File: config.mk
export PLATFORM = sky130hd
export DESIGN_NAME = cpu_sequencer
export DESIGN_NICKNAME = d
export VERILOG_FILES = /design/src/rtl/cpu_pkg.sv /design/src/rtl/cpu_sequencer_pc_next_calc.sv /design/src/rtl/cpu_sequencer.sv
export SDC_FILE = /design/constraint.sdc
export NUM_CORES = 1
export LEC_CHECK = 0
export CAP_MARGIN = 30
export CORE_AREA = 8 8 138 140
export CTS_CLUSTER_DIAMETER = 30
export DETAILED_ROUTE_END_ITERATION = 8
export DIE_AREA = 0 0 146 148
export PLACE_DENSITY_LB_ADDON = 0.2
export SYNTH_ARGS = -nofsm -noshare
export SYNTH_HDL_FRONTEND = slang
export SYNTH_SLANG_ARGS = --single-unit
File: constraint.sdc
create_clock -name clk -period 3.8 [get_ports clk]
set_clock_uncertainty 0.05 [all_clocks]
set_input_delay 0.76 -clock clk [delete_from_list [all_inputs] [get_ports clk]]
set_output_delay 0.76 -clock clk [all_outputs]
set_load 0.005 [all_outputs]
File: src/rtl/cpu_pkg.sv
// Shared types and constants for the multi-cycle sequencer and its helpers.
package cpu_pkg;

    // Sequencer states; encodings are visible on the debug state port.
    typedef enum logic [2:0] {
        IDLE   = 3'd0,
        FETCH  = 3'd1,
        DECODE = 3'd2,
        EXEC   = 3'd3,
        WB     = 3'd4,
        FAULT  = 3'd7
    } state_e;

    localparam logic [31:0] PC_INCR         = 32'd4;
    localparam int unsigned JUMP_REGION_MSB = 31;
    localparam int unsigned JUMP_REGION_LSB = 28;

    // Word-scaled, sign-extended 16-bit branch offset.
    function automatic logic [31:0] branch_offset(input logic [15:0] imm);
        return {{14{imm[15]}}, imm, 2'b00};
    endfunction

endpackage

File: src/rtl/cpu_sequencer_pc_next_calc.sv
// Next-PC arithmetic: sequential, branch-relative and region-absolute jump.
module pc_next_calc
    import cpu_pkg::*;
(
    input  logic [31:0] pc,
    input  logic [31:0] ir,
    input  logic        jump,
    input  logic        branch_taken,
    output logic [31:0] pc_next
);

    logic [31:0] pc_plus4;
    logic        unused_ir;

    // Opcode bits are consumed by the decode controller, not here.
    assign unused_ir = ^ir[31:26];

    // Jump beats branch; all sums wrap modulo 2^32.
    always_comb begin
        pc_plus4 = pc + PC_INCR;
        if (jump) begin
            pc_next = {pc_plus4[JUMP_REGION_MSB:JUMP_REGION_LSB], ir[25:0], 2'b00};
        end else if (branch_taken) begin
            pc_next = pc_plus4 + branch_offset(ir[15:0]);
        end else begin
            pc_next = pc_plus4;
        end
    end

endmodule

File: src/rtl/cpu_sequencer.sv
// Multi-cycle instruction sequencer: FETCH -> DECODE -> EXEC -> WB, with a
// fetch timeout that parks the core in a sticky FAULT state.
// imem handshake: imem_req is held high with a stable imem_addr until a cycle
// where imem_ready is high; that cycle transfers imem_rdata. imem_ready seen
// outside FETCH is ignored, and a request may be withdrawn only by reset.
module cpu_sequencer
    import cpu_pkg::*;
#(
    parameter logic [31:0] RESET_PC      = 32'h0000_0000,
    parameter int unsigned FETCH_TIMEOUT = 16
) (
    input  logic        clk,
    input  logic        rst_n,
    input  logic        run,
    output logic        imem_req,
    output logic [31:0] imem_addr,
    input  logic        imem_ready,
    input  logic [31:0] imem_rdata,
    output logic [31:0] ir,
    output logic [31:0] pc,
    input  logic        jump,
    input  logic        branch_taken,
    input  logic [3:0]  byte_w_en_in,
    output logic [3:0]  reg_byte_w_en,
    output logic        reg_wr_strobe,
    output logic        busy,
    output logic        fault,
    output logic [31:0] retired,
    output logic [2:0]  state
);

    localparam logic [7:0] TIMEOUT_LIM = 8'(FETCH_TIMEOUT);

    state_e      state_q, state_d;
    logic [31:0] pc_q, pc_d;
    logic [31:0] ir_q, ir_d;
    logic [31:0] pcn_q, pcn_d;
    logic [7:0]  cnt_q, cnt_d;
    logic [7:0]  cnt_inc;
    logic [3:0]  bwe_q, bwe_d;
    logic [31:0] retired_q, retired_d;
    logic        imem_req_q, imem_req_d;
    logic        strobe_q, strobe_d;
    logic        busy_q, busy_d;
    logic        fault_q, fault_d;
    logic [31:0] pc_next;

    pc_next_calc u_pc_next_calc (
        .pc           (pc_q),
        .ir           (ir_q),
        .jump         (jump),
        .branch_taken (branch_taken),
        .pc_next      (pc_next)
    );

    // Next-state, datapath-register and registered-output computation.
    always_comb begin
        state_d   = state_q;
        pc_d      = pc_q;
        ir_d      = ir_q;
        pcn_d     = pcn_q;
        cnt_d     = cnt_q;
        bwe_d     = bwe_q;
        retired_d = retired_q;
        cnt_inc   = cnt_q + 8'd1;

        case (state_q)
            IDLE: begin
                if (run) state_d = FETCH;
            end
            FETCH: begin
                if (imem_ready) begin
                    ir_d    = imem_rdata;
                    cnt_d   = 8'd0;
                    state_d = DECODE;
                end else if (cnt_inc == TIMEOUT_LIM) begin
                    cnt_d   = 8'd0;
                    state_d = FAULT;
                end else begin
                    cnt_d = cnt_inc;
                end
            end
            DECODE: state_d = EXEC;
            EXEC: begin
                // branch_taken is only valid now, so the target is captured.
                bwe_d   = byte_w_en_in;
                pcn_d   = pc_next;
                state_d = WB;
            end
            WB: begin
                pc_d      = pcn_q;
                retired_d = retired_q + 32'd1;
                state_d   = run ? FETCH : IDLE;
            end
            FAULT: state_d = FAULT;
            default: state_d = IDLE;
        endcase

        // Outputs are registered alongside the state they belong to.
        imem_req_d = (state_d == FETCH);
        strobe_d   = (state_d == WB);
        busy_d     = (state_d != IDLE) && (state_d != FAULT);
        fault_d    = fault_q || (state_d == FAULT);
    end

    // All sequencer state, with asynchronous abort on reset.
    always_ff @(posedge clk or negedge rst_n) begin
        if (!rst_n) begin
            state_q    <= IDLE;
            pc_q       <= RESET_PC;
            ir_q       <= 32'd0;
            pcn_q      <= RESET_PC;
            cnt_q      <= 8'd0;
            bwe_q      <= 4'd0;
            retired_q  <= 32'd0;
            imem_req_q <= 1'b0;
            strobe_q   <= 1'b0;
            busy_q     <= 1'b0;
            fault_q    <= 1'b0;
        end else begin
            state_q    <= state_d;
            pc_q       <= pc_d;
            ir_q       <= ir_d;
            pcn_q      <= pcn_d;
            cnt_q      <= cnt_d;
            bwe_q      <= bwe_d;
            retired_q  <= retired_d;
            imem_req_q <= imem_req_d;
            strobe_q   <= strobe_d;
            busy_q     <= busy_d;
            fault_q    <= fault_d;
        end
    end

    assign imem_req      = imem_req_q;
    assign imem_addr     = pc_q;
    assign ir            = ir_q;
    assign pc            = pc_q;
    assign reg_byte_w_en = bwe_q;
    assign reg_wr_strobe = strobe_q;
    assign busy          = busy_q;
    assign fault         = fault_q;
    assign retired       = retired_q;
    assign state         = state_q;

endmodule

* Word-level counts from Yosys, hierarchy flattened
Index checks and enable logic that the tools add are counted.
** Cells by class
- Add/sub/neg operators :: 4
- Eq/ne operators :: 10
- Mux-type cells :: 9
- Reduce and logical (&&, ||, !) cells :: 5
** Operators with widths (number)
- $mux 32 :: 2
- $add 32x1->32 const B :: 1
- $add 32x3->32 const B :: 1
- $add 32x32->32 :: 1
- $pmux 3 s6 :: 1
- $mux 8 :: 2
- $eq 3x3->1 const B :: 4
- $mux 3 :: 3
- $add 8x1->8 const B :: 1
- $eq 8x5->1 const B :: 1
- $eq 3x1->1 const B :: 2
- $eq 3x2->1 const B :: 2
- $logic_not 3->1 :: 1
- $ne 3x3->1 const B :: 1
- $reduce_bool 3->1 :: 1
- $reduce_and 2->1 :: 1
- $logic_and 1x1->1 :: 1
- $logic_or 1x1->1 :: 1
- $mux 1 :: 1
** Word-level totals
- Register bits :: 147
- Output and inout bits :: 139
- Word-level logic and storage cells :: 39

* Depth between registers and ports, before layout
Gate-level depths: netlist (run 1).
- Depth after elaboration :: 7
- Gate-level depth with buffers :: 17
- Mapped depth without buffers :: 17

* Cells and area by module
A second synthesis (run 1) with hierarchy kept.
** Unflattened totals
- Cell total of the unflattened synthesis :: 1010
- Area, all modules :: 8939.8 µm²
** By module, submodules not included
- cpu_sequencer :: instances 1, cells an instance 599, area each 6167.2 µm², seq. area each 3678.5 µm²
- pc_next_calc :: instances 1, cells an instance 411, area each 2772.7 µm², seq. area each 0.0 µm²

* Worst setup path before layout (run 1)
OpenSTA, ideal clock, no wires.
- Kind :: reg-to-reg
- From :: register pc_q[12], in the netlist imem_addr[12]
- To :: register pcn_q[31]
- Arrival :: 3.432 ns
- Path slack :: 0.226 ns
- Stages on the path, launching flop included :: 18
- Path buffers :: 2
- Clock period less this slack :: 3.574 ns
- Cells stage by stage :: dfrtp_1 -> and4_1 -> and2_1 -> clkbuf_1 -> nand2_1 -> nor2_1 -> xor2_1 -> ha_1 -> buf_2 -> a21oi_2 -> o21ai_1 -> a2111o_1 -> a211o_1 -> a22oi_2 -> a31oi_1 -> xor2_1 -> and3_1 -> o31ai_2
** On the way
- Cells in the longest elaborated chain, start to end :: 4
** Ends and longest elaborated chain
- start: declaration :: RTL line cpu_sequencer.sv:35 : logic [31:0] pc_q, pc_d;
- start signal: assignment :: RTL line cpu_sequencer.sv:122 : pc_q <= pc_d;
- $add 32x3->32 * :: RTL line cpu_sequencer_pc_next_calc.sv:20 : pc_plus4 = pc + PC_INCR;
- $add 32x32->32 :: RTL line cpu_sequencer_pc_next_calc.sv:24 : pc_next = pc_plus4 + branch_offset(ir[15:0]);
- $mux 32 :: RTL line cpu_sequencer_pc_next_calc.sv:23 : end else if (branch_taken) begin
- $mux 32 * :: RTL line cpu_sequencer_pc_next_calc.sv:21 : if (jump) begin
- end signal: assignment :: RTL line cpu_sequencer.sv:124 : pcn_q <= pcn_d;
- end: declaration :: RTL line cpu_sequencer.sv:37 : logic [31:0] pcn_q, pcn_d;
Mark *: on every way between the ends. The rest lies on a longest branch, timed or not.
A chain may end at the register's enable or synchronous reset.

* Worst setup path after layout (run 1)
- From :: register pc_q[2], in the netlist imem_addr[2]
- To :: register pcn_q[26]
** On the way
- Cells in the longest elaborated chain, start to end :: 4
** Ends and longest elaborated chain (RTL line)
- $add 32x3->32 * :: cpu_sequencer_pc_next_calc.sv:20
- $add 32x32->32 :: cpu_sequencer_pc_next_calc.sv:24
- $mux 32 * :: cpu_sequencer_pc_next_calc.sv:23
- $mux 32 * :: cpu_sequencer_pc_next_calc.sv:21
Marked as above.

==> results of run 1 <==
## cell families (layout without fill, tap and decap cells)
family	count (synthesis)	after routing	synth area share, %
compound gates	187	187	13.6
xor+xnor	79	79	8.00
fa+ha+maj	40	40	5.87
buf+inv	80	263	4.89
flops	147	147	42.5
mux	72	72	9.24
simple gates	289	289	15.9
## report_power, final
part / switching, uW / total, uW / internal [uW] / leakage (uW)
Combinational: 2840 / 5760 / 2920 / 0.00277
Sequential: 643 / 2820 / 2170 / 0.00184
Clock: 695 / 1760 / 1060 / 0.000303
Total: 4180 / 10300 / 6150 / 0.00491
## through the flow
stage / area (um2) / total power, uW / setup TNS (ns) / worst slack, ns / util [%]
after floorplan: 8650 / 6230 / 0 / 0.226 / -
after global placement: 10700 / 8400 / -0.0548 / -0.0548 / 62.9
after detailed placement: 10700 / 8480 / 0 / 0.0164 / 62.9
after CTS: 11300 / 10300 / 0 / 0.0403 / 66.6
after global routing: 11300 / 11100 / -0.00756 / -0.00756 / 66.9
final: 11300 / 10300 / 0 / 0.175 / 66.9
## state kept, by name, summed over array words and instances (netlist names)
register,count
state,3
reg_wr_strobe,1
ir,32
fault,1
cnt_q,8
reg_byte_w_en,4
imem_addr,32
busy,1
imem_req,1
pcn_q,32
retired,32
## cells in the final DEF, fill, tap and decap left out, drive strengths merged, types with 18 or more instances in the layout
| cell type | count |
|---|---|
| xnor2 | 52 |
| o21ai | 58 |
| inv | 18 |
| clkdlybuf4s50 | 179 |
| nor2 | 67 |
| buf | 39 |
| nor3 | 21 |
| ha | 39 |
| nand3 | 41 |
| clkbuf | 19 |
| a21o | 21 |
| nand4 | 22 |
| a21oi | 48 |
| xor2 | 27 |
| dfrtp | 147 |
| mux2 | 63 |
| nand2 | 96 |
## layout make-up
cell class	count	area (um2)
fillers	1397	5600
multi-input cells	667	4620
flip-flops and latches	147	3680
repair buffers	218	2090
clock buffers	19	443
well taps	225	282
clock inverters	13	170
inverters	13	48.8
## cell usage after synthesis (2+ instances only)
library cell | n | area, um2
mux2_2 | 63 | 709
dfrtp_1 | 147 | 3680
nor2_1 | 66 | 248
and4_1 | 4 | 35.0
o21ai_1 | 5 | 25.0
ha_1 | 39 | 488
a211o_1 | 2 | 17.5
a31oi_1 | 4 | 25.0
xor2_1 | 27 | 236
nand3b_1 | 2 | 15.0
buf_2 | 2 | 10.0
nor3_1 | 21 | 105
and3_1 | 12 | 75.1
nand3_1 | 41 | 205
xnor2_1 | 52 | 455
o221ai_1 | 2 | 17.5
nand2b_1 | 2 | 12.5
clkbuf_1 | 32 | 120
o22ai_1 | 5 | 31.3
or4_1 | 3 | 22.5
o31ai_1 | 4 | 30.0
inv_1 | 13 | 48.8
mux2i_1 | 9 | 90.1
a41oi_1 | 3 | 26.3
and2_1 | 3 | 18.8
nor2b_1 | 3 | 18.8
or3_1 | 7 | 43.8
nand2_1 | 95 | 357
a22oi_1 | 2 | 15.0
o211ai_1 | 5 | 37.5
o21ai_0 | 52 | 260
a211oi_1 | 9 | 67.6
a21o_1 | 21 | 158
buf_4 | 32 | 240
a21oi_1 | 47 | 235
a221o_1 | 2 | 20.0
nand4_1 | 21 | 131
o21a_1 | 6 | 45.0
o21bai_1 | 4 | 30.0
## worst max path at each step
stage / slack (ns) / to
floorplan: 0.23 / pcn_q[31]
global placement: -0.05 / pcn_q[31]
detailed placement: 0.02 / pcn_q[31]
CTS: 0.04 / pcn_q[31]
global route: -0.008 / pcn_q[26]
finish: 0.18 / pcn_q[26]
## timing repair
| item | in CTS | in global routing |
|---|---|---|
| setup endpoints to repair | 1 | 8 |
| gates cloned | 0 | 0 |
| hold endpoints to repair | 0 | 0 |
| resized for setup | 1 | 14 |
| pin swaps | 0 | 3 |
| setup buffers | 0 | 1 |
## layer usage
layer	up-vias	global-route usage, %
met5	-	0
met4	0	7.52
met3	36	5.07
met2	258	37.4
met1	3575	31.7
li1	3518	-
==> results.sh, run 1 <==
export IMPL_status="finished clean"
export IMPL_r2r_end="pcn_q[26]"
export IMPL_slew_violations=0
export IMPL_crit_type="reg2reg"
export IMPL_crit_family="simple AND/OR/NAND/NOR gates"
export IMPL_grt_pass1_vias=7238
export IMPL_rows=48
export IMPL_dp_cells=1269
export IMPL_insertion_delay_ns=0.43
export IMPL_cts_sinks=147
export IMPL_clk_pin_slew_ns=0.06
export IMPL_worstSetupStartpointType="register"
export IMPL_wl_met3_mm=1.64
export IMPL_wl_met2_mm=11.9
export IMPL_fin_crit_sh_pct=95.4
export IMPL_worstPathMaxFanout=5
export IMPL_firstDrtPassIters=5
export IMPL_cts_buffer_depth=2
export IMPL_cts_tree="built"
export IMPL_routedWlPerCell_um=19.4
export IMPL_via_per_inst=5.67
export IMPL_syn_instance_count=894
export IMPL_ir_drop_uv=438
export IMPL_power_density_mw_per_mm2=912
export IMPL_cp_required_ns=4.07
export IMPL_synth_nets=976
export IMPL_worstMarginPinSlew_ns=0.755
export IMPL_seq_area_frac_synth_pct=42.5
export IMPL_core_mm2=0.0169
export IMPL_hold_viol=0
export IMPL_track_usage_pct=23.6
export IMPL_ant_nets=0
export IMPL_drt_iter0_markers=544
export IMPL_cts_root_buf="clkbuf_16"
export IMPL_critPathSlowestCell="dfrtp_1"
export IMPL_synth_edf_count=0
export IMPL_antenna_found_initial=0
export IMPL_timing_rr_start="imem_addr[2]"
export IMPL_hold_path_class="in2async"
export IMPL_final_cells=1302
export IMPL_worst_path_buf_inv=1
export IMPL_gp_congestion=0.938
export IMPL_die_h_um=148
export IMPL_grt_overflow_total=0
export IMPL_finalSetupViolCount=0
export IMPL_cts_buffers=17
export IMPL_startpoint="imem_addr[2]"
export IMPL_max_freq_ghz=0.276
export IMPL_drc=0
export IMPL_slowest_delay_ns=0.43
export IMPL_slew_headroom_pct=49.1
export IMPL_area_growth_pct=31.0
export IMPL_initial_core_util_pct=51.1
export IMPL_avgSynthCellArea_um2=9.68
export IMPL_via_count=7387
export IMPL_critical_path_depth=14
export IMPL_hpwlAfterDp_mm=18.6
export IMPL_wl_met1_mm=11.3
export IMPL_syn_area_mm2=0.00865
export IMPL_ys_warn_count=0
export IMPL_synth_seq_cells=147
export IMPL_arrival_ns=3.89
export IMPL_post_route_min_period_ns=3.62
export IMPL_chipWidth_um=146
export IMPL_nNetsFinal=1146
export IMPL_hold_buffers=0
export IMPL_highest_layer="met4"
export IMPL_synth_main_ff_cell="dfrtp_1"
export IMPL_rr_worst_depth=14
export IMPL_path_cells="ha_1 -> nand2_1 -> nor2_2 -> buf_4 -> xor2_1 -> ha_1 -> nand2_2 -> or3_4 -> o21bai_1 -> or3_1 -> a31oi_1 -> o22ai_1 -> xor2_1 -> a211oi_1"
export IMPL_pin_count=181
export IMPL_whs_ns=0.259
export IMPL_end_kind="register"
export IMPL_maxCapViolations=0
export IMPL_async_reset_ff_share_pct=100
export IMPL_io_buffers=180
export IMPL_htreeDepth=4
export IMPL_grt_max_degree=66
export IMPL_dieArea_mm2=0.0216
export IMPL_worst_r2r_setup_slack_ns=0.18
export IMPL_grt_first_pass_wirelength_mm=40.6
export IMPL_power_leakage_uw=0.00491
export IMPL_drive_gt1_share_pct=14.7
export IMPL_synth_cell_type_count=64
export IMPL_routed_wl_mm=25.3
export IMPL_num_antenna_cells=0
(Power assumes the default switching activity.)
==> inputs of run 2 (changes only) <==
--- a/config.mk
+++ b/config.mk
@@ -10,6 +10,7 @@
 export CTS_CLUSTER_DIAMETER = 30
 export DETAILED_ROUTE_END_ITERATION = 8
 export DIE_AREA = 0 0 146 148
+export GPL_ROUTABILITY_DRIVEN = 0
 export PLACE_DENSITY_LB_ADDON = 0.2
 export SYNTH_ARGS = -nofsm -noshare
 export SYNTH_HDL_FRONTEND = slang
==> run 2 against run 1 <==
  * Count of clock-buffer cells in the layout down 2
  * Hold slack improved by 0.052 ns
  * Combinational power barely moved
  * Sequential power about the same
  * Non-clock buffer count rose by 1
==> results.sh, run 2 (synthesis gave the netlist of run 1 again) <==
export IMPL_final_common_cell="clkdlybuf4s50_1"
export IMPL_cts_root_buf="clkbuf_16"
export IMPL_pre_cts_slack_ns=0.0387
export IMPL_insertion_delay_ns=0.42
export IMPL_rr_worst_depth=16
export IMPL_drc=0
export IMPL_whs_ns=0.311
export IMPL_max_freq_ghz=0.276
export IMPL_num_antenna_cells=0
export IMPL_place_area_mm2=0.0107
export IMPL_fin_crit_sh_pct=95.2
export IMPL_cts_sinks=147
export IMPL_pwr_share_comb_pct=55.9
export IMPL_routed_wl_mm=24.6
export IMPL_initial_core_util_pct=51.1
export IMPL_hold_viol=0
export IMPL_ant_nets=0
export IMPL_cts_tree="built"
export IMPL_grt_max_degree=81
export IMPL_post_route_min_period_ns=3.62
export IMPL_startpoint="imem_addr[4]"
export IMPL_ir_drop_uv=460
export IMPL_power_density_mw_per_mm2=911
export IMPL_arrival_ns=3.90
export IMPL_hold_path_class="in2async"
export IMPL_grt_first_pass_wirelength_mm=40.1
export IMPL_drive_gt1_share_pct=14.9
export IMPL_power_leakage_uw=0.00492
export IMPL_hpwlAfterDp_mm=18.2
export IMPL_timing_final_ws_setup_ns=0.182
export IMPL_maxCapViolations=0
export IMPL_via_count=7470
export IMPL_die_h_um=148
export IMPL_core_mm2=0.0169
export IMPL_p_seq_share_pct=27.0
export IMPL_fin_util_pct=67.1
export IMPL_status="finished clean"
export IMPL_antenna_found_initial=0
export IMPL_clkPwrFrac_pct=17.1
export IMPL_cts_buffer_depth=2
export IMPL_io_buffers=180
export IMPL_firstDrtPassIters=5
export IMPL_track_usage_pct=22.9
export IMPL_rows=48
export IMPL_mostFrequentLayoutCells="clkdlybuf4s50_1 (179), dfrtp_1 (145), nand2_1 (94)"
export IMPL_hold_buffers=0
export IMPL_via_per_inst=5.73
export IMPL_grt_pass1_vias=7388
export IMPL_clk_pin_slew_ns=0.06
export IMPL_routedWlPerCell_um=18.8
export IMPL_dieArea_mm2=0.0216
export IMPL_chipWidth_um=146
export IMPL_slew_headroom_pct=46.5
export IMPL_worstPathMaxFanout=7
export IMPL_nNetsFinal=1147
export IMPL_finalSetupViolCount=0
export IMPL_p_int_uw=6180
export IMPL_area_growth_pct=31.4
export IMPL_grt_overflow_total=0
export IMPL_cts_buffers=17
export IMPL_end_kind="register"
export IMPL_pin_count=181
export IMPL_drt_iter0_markers=498
export IMPL_htreeDepth=4
export IMPL_swShare_pct=40.3
export IMPL_design_area_mm2=0.0114
export IMPL_slew_violations=0
export IMPL_worstMarginPinSlew_ns=0.794
export IMPL_crit_type="reg2reg"
export IMPL_worstSetupStartpointType="register"
export IMPL_total_power_uw=10400
export IMPL_timing_rr_start="imem_addr[4]"
export IMPL_cp_required_ns=4.08
export IMPL_switching_power_uw=4180
## run 2: changes by cell type in the layout (fill, tap and decap cells not counted), sizes merged
cell    before  now
clkbuf      19   17
inv         18   20
buf         39   40
## run 2: power by group through the flow
stage	combinational, uW	clock, uW	sequential [uW]
floorplan	3500	0	2740
global placement	5580	0	2780
detailed placement	5640	0	2810
CTS	5700	1800	2790
global route	6360	1870	2890
finish	5790	1770	2800
## run 2: path summary, 6_finish.rpt
path | to | slack [ns]
setup / recovery | pcn_q[31] | 0.18
setup reg to reg | pcn_q[31] | 0.18
min in group clk | fault | 0.40
hold / removal | ir[29] | 0.31
max in group asynchronous | imem_addr[10] | 2.57
hold reg to reg | fault | 0.40
## run 2: area by class of cell
class / count / area (um2)
fill: 1367 / 5570
multi-input combinational: 667 / 4630
sequential: 147 / 3680
timing repair buffer: 219 / 2110
clock buffer: 17 / 425
tap: 225 / 282
clock inverter: 15 / 193
inverter: 13 / 48.8
## run 2: metrics by stage
stage	std cells	TNS, ns
6_report	1303	0
5_1_grt	1303	-0.0546
4_1_cts	1301	0
3_5_place_dp	1269	0
3_3_place_gp	1269	-0.0210
2_1_floorplan	894	0
## run 2: metal layers
metal | global-route usage, % | wire, um | up-vias
met5 | 0 | 0 | -
met4 | 8.76 | 669 | 0
met3 | 4.00 | 1510 | 47
met2 | 37.0 | 11500 | 294
met1 | 30.3 | 10900 | 3599
li1 | - | - | 3530
## run 2: critical path, cell delays in order, from the launching register on
cell and delay, ns:
dfrtp_1 0.34, and4_2 0.28, nand2_1 0.12, nor2_2 0.14, nand2_1 0.11, nor2_1 0.13, xor2_1 0.29, ha_4 0.28
a21oi_2 0.13, o21ai_1 0.09, a2111o_1 0.40, a211o_4 0.31, a22oi_2 0.20, a31oi_1 0.13, xor2_1 0.16, and3_1 0.20
o31ai_2 0.16
## run 2: repair_timing
item,CTS,global route
gates resized for setup,1,14
setup buffers,0,2
endpoints found under the setup margin,1,8
gates cloned,0,0
pin swaps,0,4
==> RTL change 1 (flow settings as in run 1) <==
`FETCH_TIMEOUT`: 16 -> 12.
--- a/src/rtl/cpu_sequencer.sv
+++ b/src/rtl/cpu_sequencer.sv
@@ -9,3 +9,3 @@
     parameter logic [31:0] RESET_PC      = 32'h0000_0000,
-    parameter int unsigned FETCH_TIMEOUT = 16
+    parameter int unsigned FETCH_TIMEOUT = 12
 ) (
Formal check against the unedited RTL: no difference found for any inputs over 10 cycles, from zero or initial values and one cycle with rst_n low; that may be too few to reach the edited logic, so the function may still have changed.
==> RTL change 1 against run 1 <==
First-iteration DRC count down 8.3%; routed wire length down 6.2%; critical path type unchanged; design area up 0.36%; largest power group unchanged; core utilization up 0.24 points; via count down 1.4%; total power down 0.33%; sequential cell count unchanged; synthesized area up 1.7%; setup slack better by 0.026 ns; die area unchanged.
==> RTL change 1: results (changes against run 1) <==
| Metric | Value |
|---|---|
| Status | `completed (unchanged)` |
| Crit-path slowest cell | `dfrtp_2 (was dfrtp_1)` |
| Top cells by area in the synthesized netlist | `dfrtp_1 42%, mux2_2 7.9%, xnor2_1 6.6% (was dfrtp_1 43%, mux2_2 8.2%, ha_1 5.6%)` |
| Via count | `7282 (was 7387)` |
| Worst r2r dst | `pcn_q[28] (was pcn_q[26])` |
| DR iter-0 viols | `499 (was 544)` |
| Peak VDD IR | `0.478 mV (was 0.438 mV)` |
| Post-Syn Instances | `907 (was 894)` |
| Vias in the first global route | `7084 (was 7238)` |
| Ratio of cells with drive above 1 in the final layout | `0.146 (was 0.147)` |
| Worst-margin pin slew | `0.870 ns (was 0.755 ns)` |
| Cells after DPL | `1260 (was 1269)` |
| Worst R2R Path Depth | `13 (was 14)` |
| Global-route wire length before repair | `38100 um (was 40600 um)` |
| Seq/Total Area, Yosys | `0.418 (was 0.425)` |
| P_leak | `4.83 nW (was 4.91 nW)` |
| RR Startpoint | `imem_addr[7] (was imem_addr[2])` |
| RePlAce Congestion | `0.903 (was 0.938)` |
| Wirelength per Cell | `18.3 um (was 19.4 um)` |
| Post-CTS sizing | `0 (was 1)` |
| Adder-Cell Fraction of Synth Area | `0.0577 (was 0.0587)` |
| Mapped Nets | `989 (was 976)` |
| Kind of cell adding the most delay to the critical path | `compound AO/OA/AOI/OAI gates (was simple AND/OR/NAND/NOR gates)` |
| Hpwl dp | `17200 um (was 18600 um)` |
| Largest net degree at the start of global routing | `88 (was 66)` |
| Yosys cell types | `59 (was 64)` |
| Compound-gate portion of the synthesized area | `0.137 (was 0.136)` |
| Post-Synth XOR/XNOR Area | `0.0846 (was 0.0800)` |
| Total GRT Usage | `0.218 (was 0.236)` |
[RTL change 1: cell count changes in the layout (fill, tap and decap cells not counted), sizes merged, moves of 6 or more]
cell	change
nand2	+21
o21ai	-6
buf	-12
xnor2	+14
a21oi	-7
nor3	-8
o211ai	+6
a221oi	+8
a21o	-6
a31oi	+6
nor2	-14
or3	-6
xor2	-8
[RTL change 1: metrics by stage]
step	cell area, sq um	worst slack, ns
CTS	11300	0.0311
global placement	10600	0.185
detailed placement	10600	0.100
global route	11400	0.00824
floorplan	8800	0.447
finish	11400	0.201
[RTL change 1: power breakdown]
group | internal (mW) | leakage (nW) | switching (mW)
combinational | 2.89 | 2.70 | 2.75
sequential | 2.18 | 1.84 | 0.717
clock | 1.05 | 0.291 | 0.709
[RTL change 1: layout make-up]
| class | instances | area (sq um) | share of cell area |
|---|---|---|---|
| Multi-Input combinational cell | 670 | 4700 | 0.414 |
| Sequential cell | 147 | 3690 | 0.324 |
| Timing Repair Buffer | 206 | 2010 | 0.177 |
| Clock buffer | 17 | 425 | 0.0374 |
| Tap cell | 225 | 282 | 0.0248 |
| Clock inverter | 15 | 195 | 0.0172 |
| Inverter | 18 | 67.6 | 0.00594 |
[RTL change 1: cell families after synthesis]
logic type	count (synthesis)
adders and majority gates	40
AOI/OAI and AO/OA	182
muxes	69
DFF	147
buffers and inverters	90
xor gates and xnor gates	85
and+or+nand+nor	294
[RTL change 1: metal layers]
metal / track usage / wire (um) / vias to the layer above / part of all wire
met4: 0.0562 / 329 / 0 / 0.014
met2: 0.335 / 10700 / 266 / 0.45
met1: 0.299 / 11000 / 3509 / 0.46
met5: 0 / 0 / - / 0
met3: 0.0596 / 1700 / 17 / 0.072
li1: - / - / 3490 / -
==> RTL change 2 (config.mk and constraints of run 1) <==
Made on the original files. Make the reset (`rst_n`) synchronous in one clocked block. Comments in the files are not updated.
--- a/src/rtl/cpu_sequencer.sv
+++ b/src/rtl/cpu_sequencer.sv
@@ -106,3 +106,3 @@
     // All sequencer state, with asynchronous abort on reset.
-    always_ff @(posedge clk or negedge rst_n) begin
+    always_ff @(posedge clk) begin
         if (!rst_n) begin
Function: differs if rst_n is asserted again (counterexample within 4 cycles, from zero or initial values and one cycle with rst_n low); with rst_n held inactive, the same outputs for 10 cycles.
==> RTL change 2 against run 1 <==
The flow now finishes with violations (negative setup slack); via count increased by 14%; setup slack got worse by 0.19 ns; hold slack improved by 0.14 ns; routed wire length increased by 4.0%; design area increased by 0.93%; synthesized area decreased by 3.9%; synthesized cell count increased by 21%; non-clock buffer count increased by 55; sequential share of layout area decreased by 6.7 points; sequential cell count unchanged; critical endpoint is now pcn_q[31]; largest cell class unchanged.
Power is not compared: it rests on default switching activity, and its combinational part moved more than twofold at a synthesized area within 25%.
==> RTL change 2: results (changes against run 1) <==
| Metric | Value |
|---|---|
| Critical path data arrival time | `4.12 ns (was 3.89 ns)` |
| Top post-synthesis cells by count | `223 x nand2_1, 147 x dfxtp_1, 136 x a21oi_1, 81 x nor2_1, 44 x o21ai_0 (was 147 x dfrtp_1, 95 x nand2_1, 66 x nor2_1, 63 x mux2_2)` |
| Via count | `8390 (was 7387)` |
| Post-synth ARST share | `0 (was 1.00)` |
| Metal-1 WL | `11600 um (was 11300 um)` |
| Non-clk buf share | `0.220 (was 0.184)` |
| Global-route wire length before repair | `42100 um (was 40600 um)` |
| Wirelength per Cell | `17.2 um (was 19.4 um)` |
| Compound-gate portion of the synthesized area | `0.189 (was 0.136)` |
| Worst hold path type | `reg -> reg (was in -> async)` |
| Ratio of cells with drive above 1 in the final layout | `0.136 (was 0.147)` |
| Routed Wire Length | `26300 um (was 25300 um)` |
| Top FF cell, synth | `dfxtp_1 (was dfrtp_1)` |
| Crit-path slowest cell | `dfxtp_2 (was dfrtp_1)` |
| Clock buffer count in the final layout | `20 (was 19)` |
| Most frequent cell after synthesis | `nand2_1 (was dfrtp_1)` |
| Final setup margin | `-0.0158 ns (was 0.175 ns)` |
| DP Worst Slack | `-0.155 ns (was 0.0164 ns)` |
| Status | `finished, violations left (was completed)` |
| GR Util met3 | `0.0648 (was 0.0507)` |
| Inverters | `14 (was 13)` |
| Total GRT Usage | `0.239 (was 0.236)` |
| CP peak stage delay | `0.32 ns (was 0.43 ns)` |
| Met3 routed WL | `2090 um (was 1640 um)` |
| Slew HR | `0.439 (was 0.491)` |
| Largest net degree at the start of global routing | `86 (was 66)` |
| Setup TNS | `-0.0158 ns (was 0 ns)` |
| Metal2 WL | `12200 um (was 11900 um)` |
| Cells after DPL | `1492 (was 1269)` |
| Fillers | `1435 (was 1397)` |
| Vias in the first global route | `8028 (was 7238)` |
| Non-Clock Buffer Count | `273 (was 218)` |
| Post-Synth XOR/XNOR Area | `0.0831 (was 0.0800)` |
| Setup Viol. Count Final | `1 (was 0)` |
| Final net count | `1376 (was 1146)` |
| Multiplexer share of the synthesized area | `0.00482 (was 0.0924)` |
| TritonRoute pass-1 iters | `5 (unchanged)` |
| GR Util met1 | `0.305 (was 0.317)` |
| Comb_multi_in | `841 (was 667)` |
| Fraction of area in multi-input gates | `0.443 (was 0.408)` |
| RePlAce Congestion | `0.929 (was 0.938)` |
| Mapped Nets | `1166 (was 976)` |
| Critical path fanouts, max | `4 (was 5)` |
| DR iter-0 viols | `707 (was 544)` |
| Top cells by area in the synthesized netlist | `dfxtp_1 35%, nand2_1 10%, a21oi_1 8.2% (was dfrtp_1 43%, mux2_2 8.2%, ha_1 5.6%)` |
| Failing checks | `negative setup slack` |
| Post-Syn Instances | `1084 (was 894)` |
| Hpwl dp | `18700 um (was 18600 um)` |
RTL change 2: cell count changes after synthesis, moves of 8 or more:
cell      before  now
a21oi_1       47  136
and2_1         3   15
clkbuf_1      32   40
dfrtp_1      147    0
dfxtp_1        0  147
mux2_2        63    0
nand2_1       95  223
nand2b_1       2   12
nor2_1        66   81
o21ai_0       52   44
xnor2_1       52   35
xor2_1        27   42
RTL change 2: timing repair:
action,CTS,global route
endpoints found under the hold margin,0,0
gates resized for setup,17,27
pin swaps,9,28
buffers inserted,3,6
endpoints found under the setup margin,5,12
RTL change 2: path summary, 6_finish.rpt:
kind,slack [ns],start,endpoint,depth (start not counted)
max,-0.02,imem_addr[8],pcn_q[31],17
min,0.40,pcn_q[6],imem_addr[6],2
max reg2reg,-0.02,imem_addr[8],pcn_q[31],17
min reg2reg,0.40,pcn_q[6],imem_addr[6],2
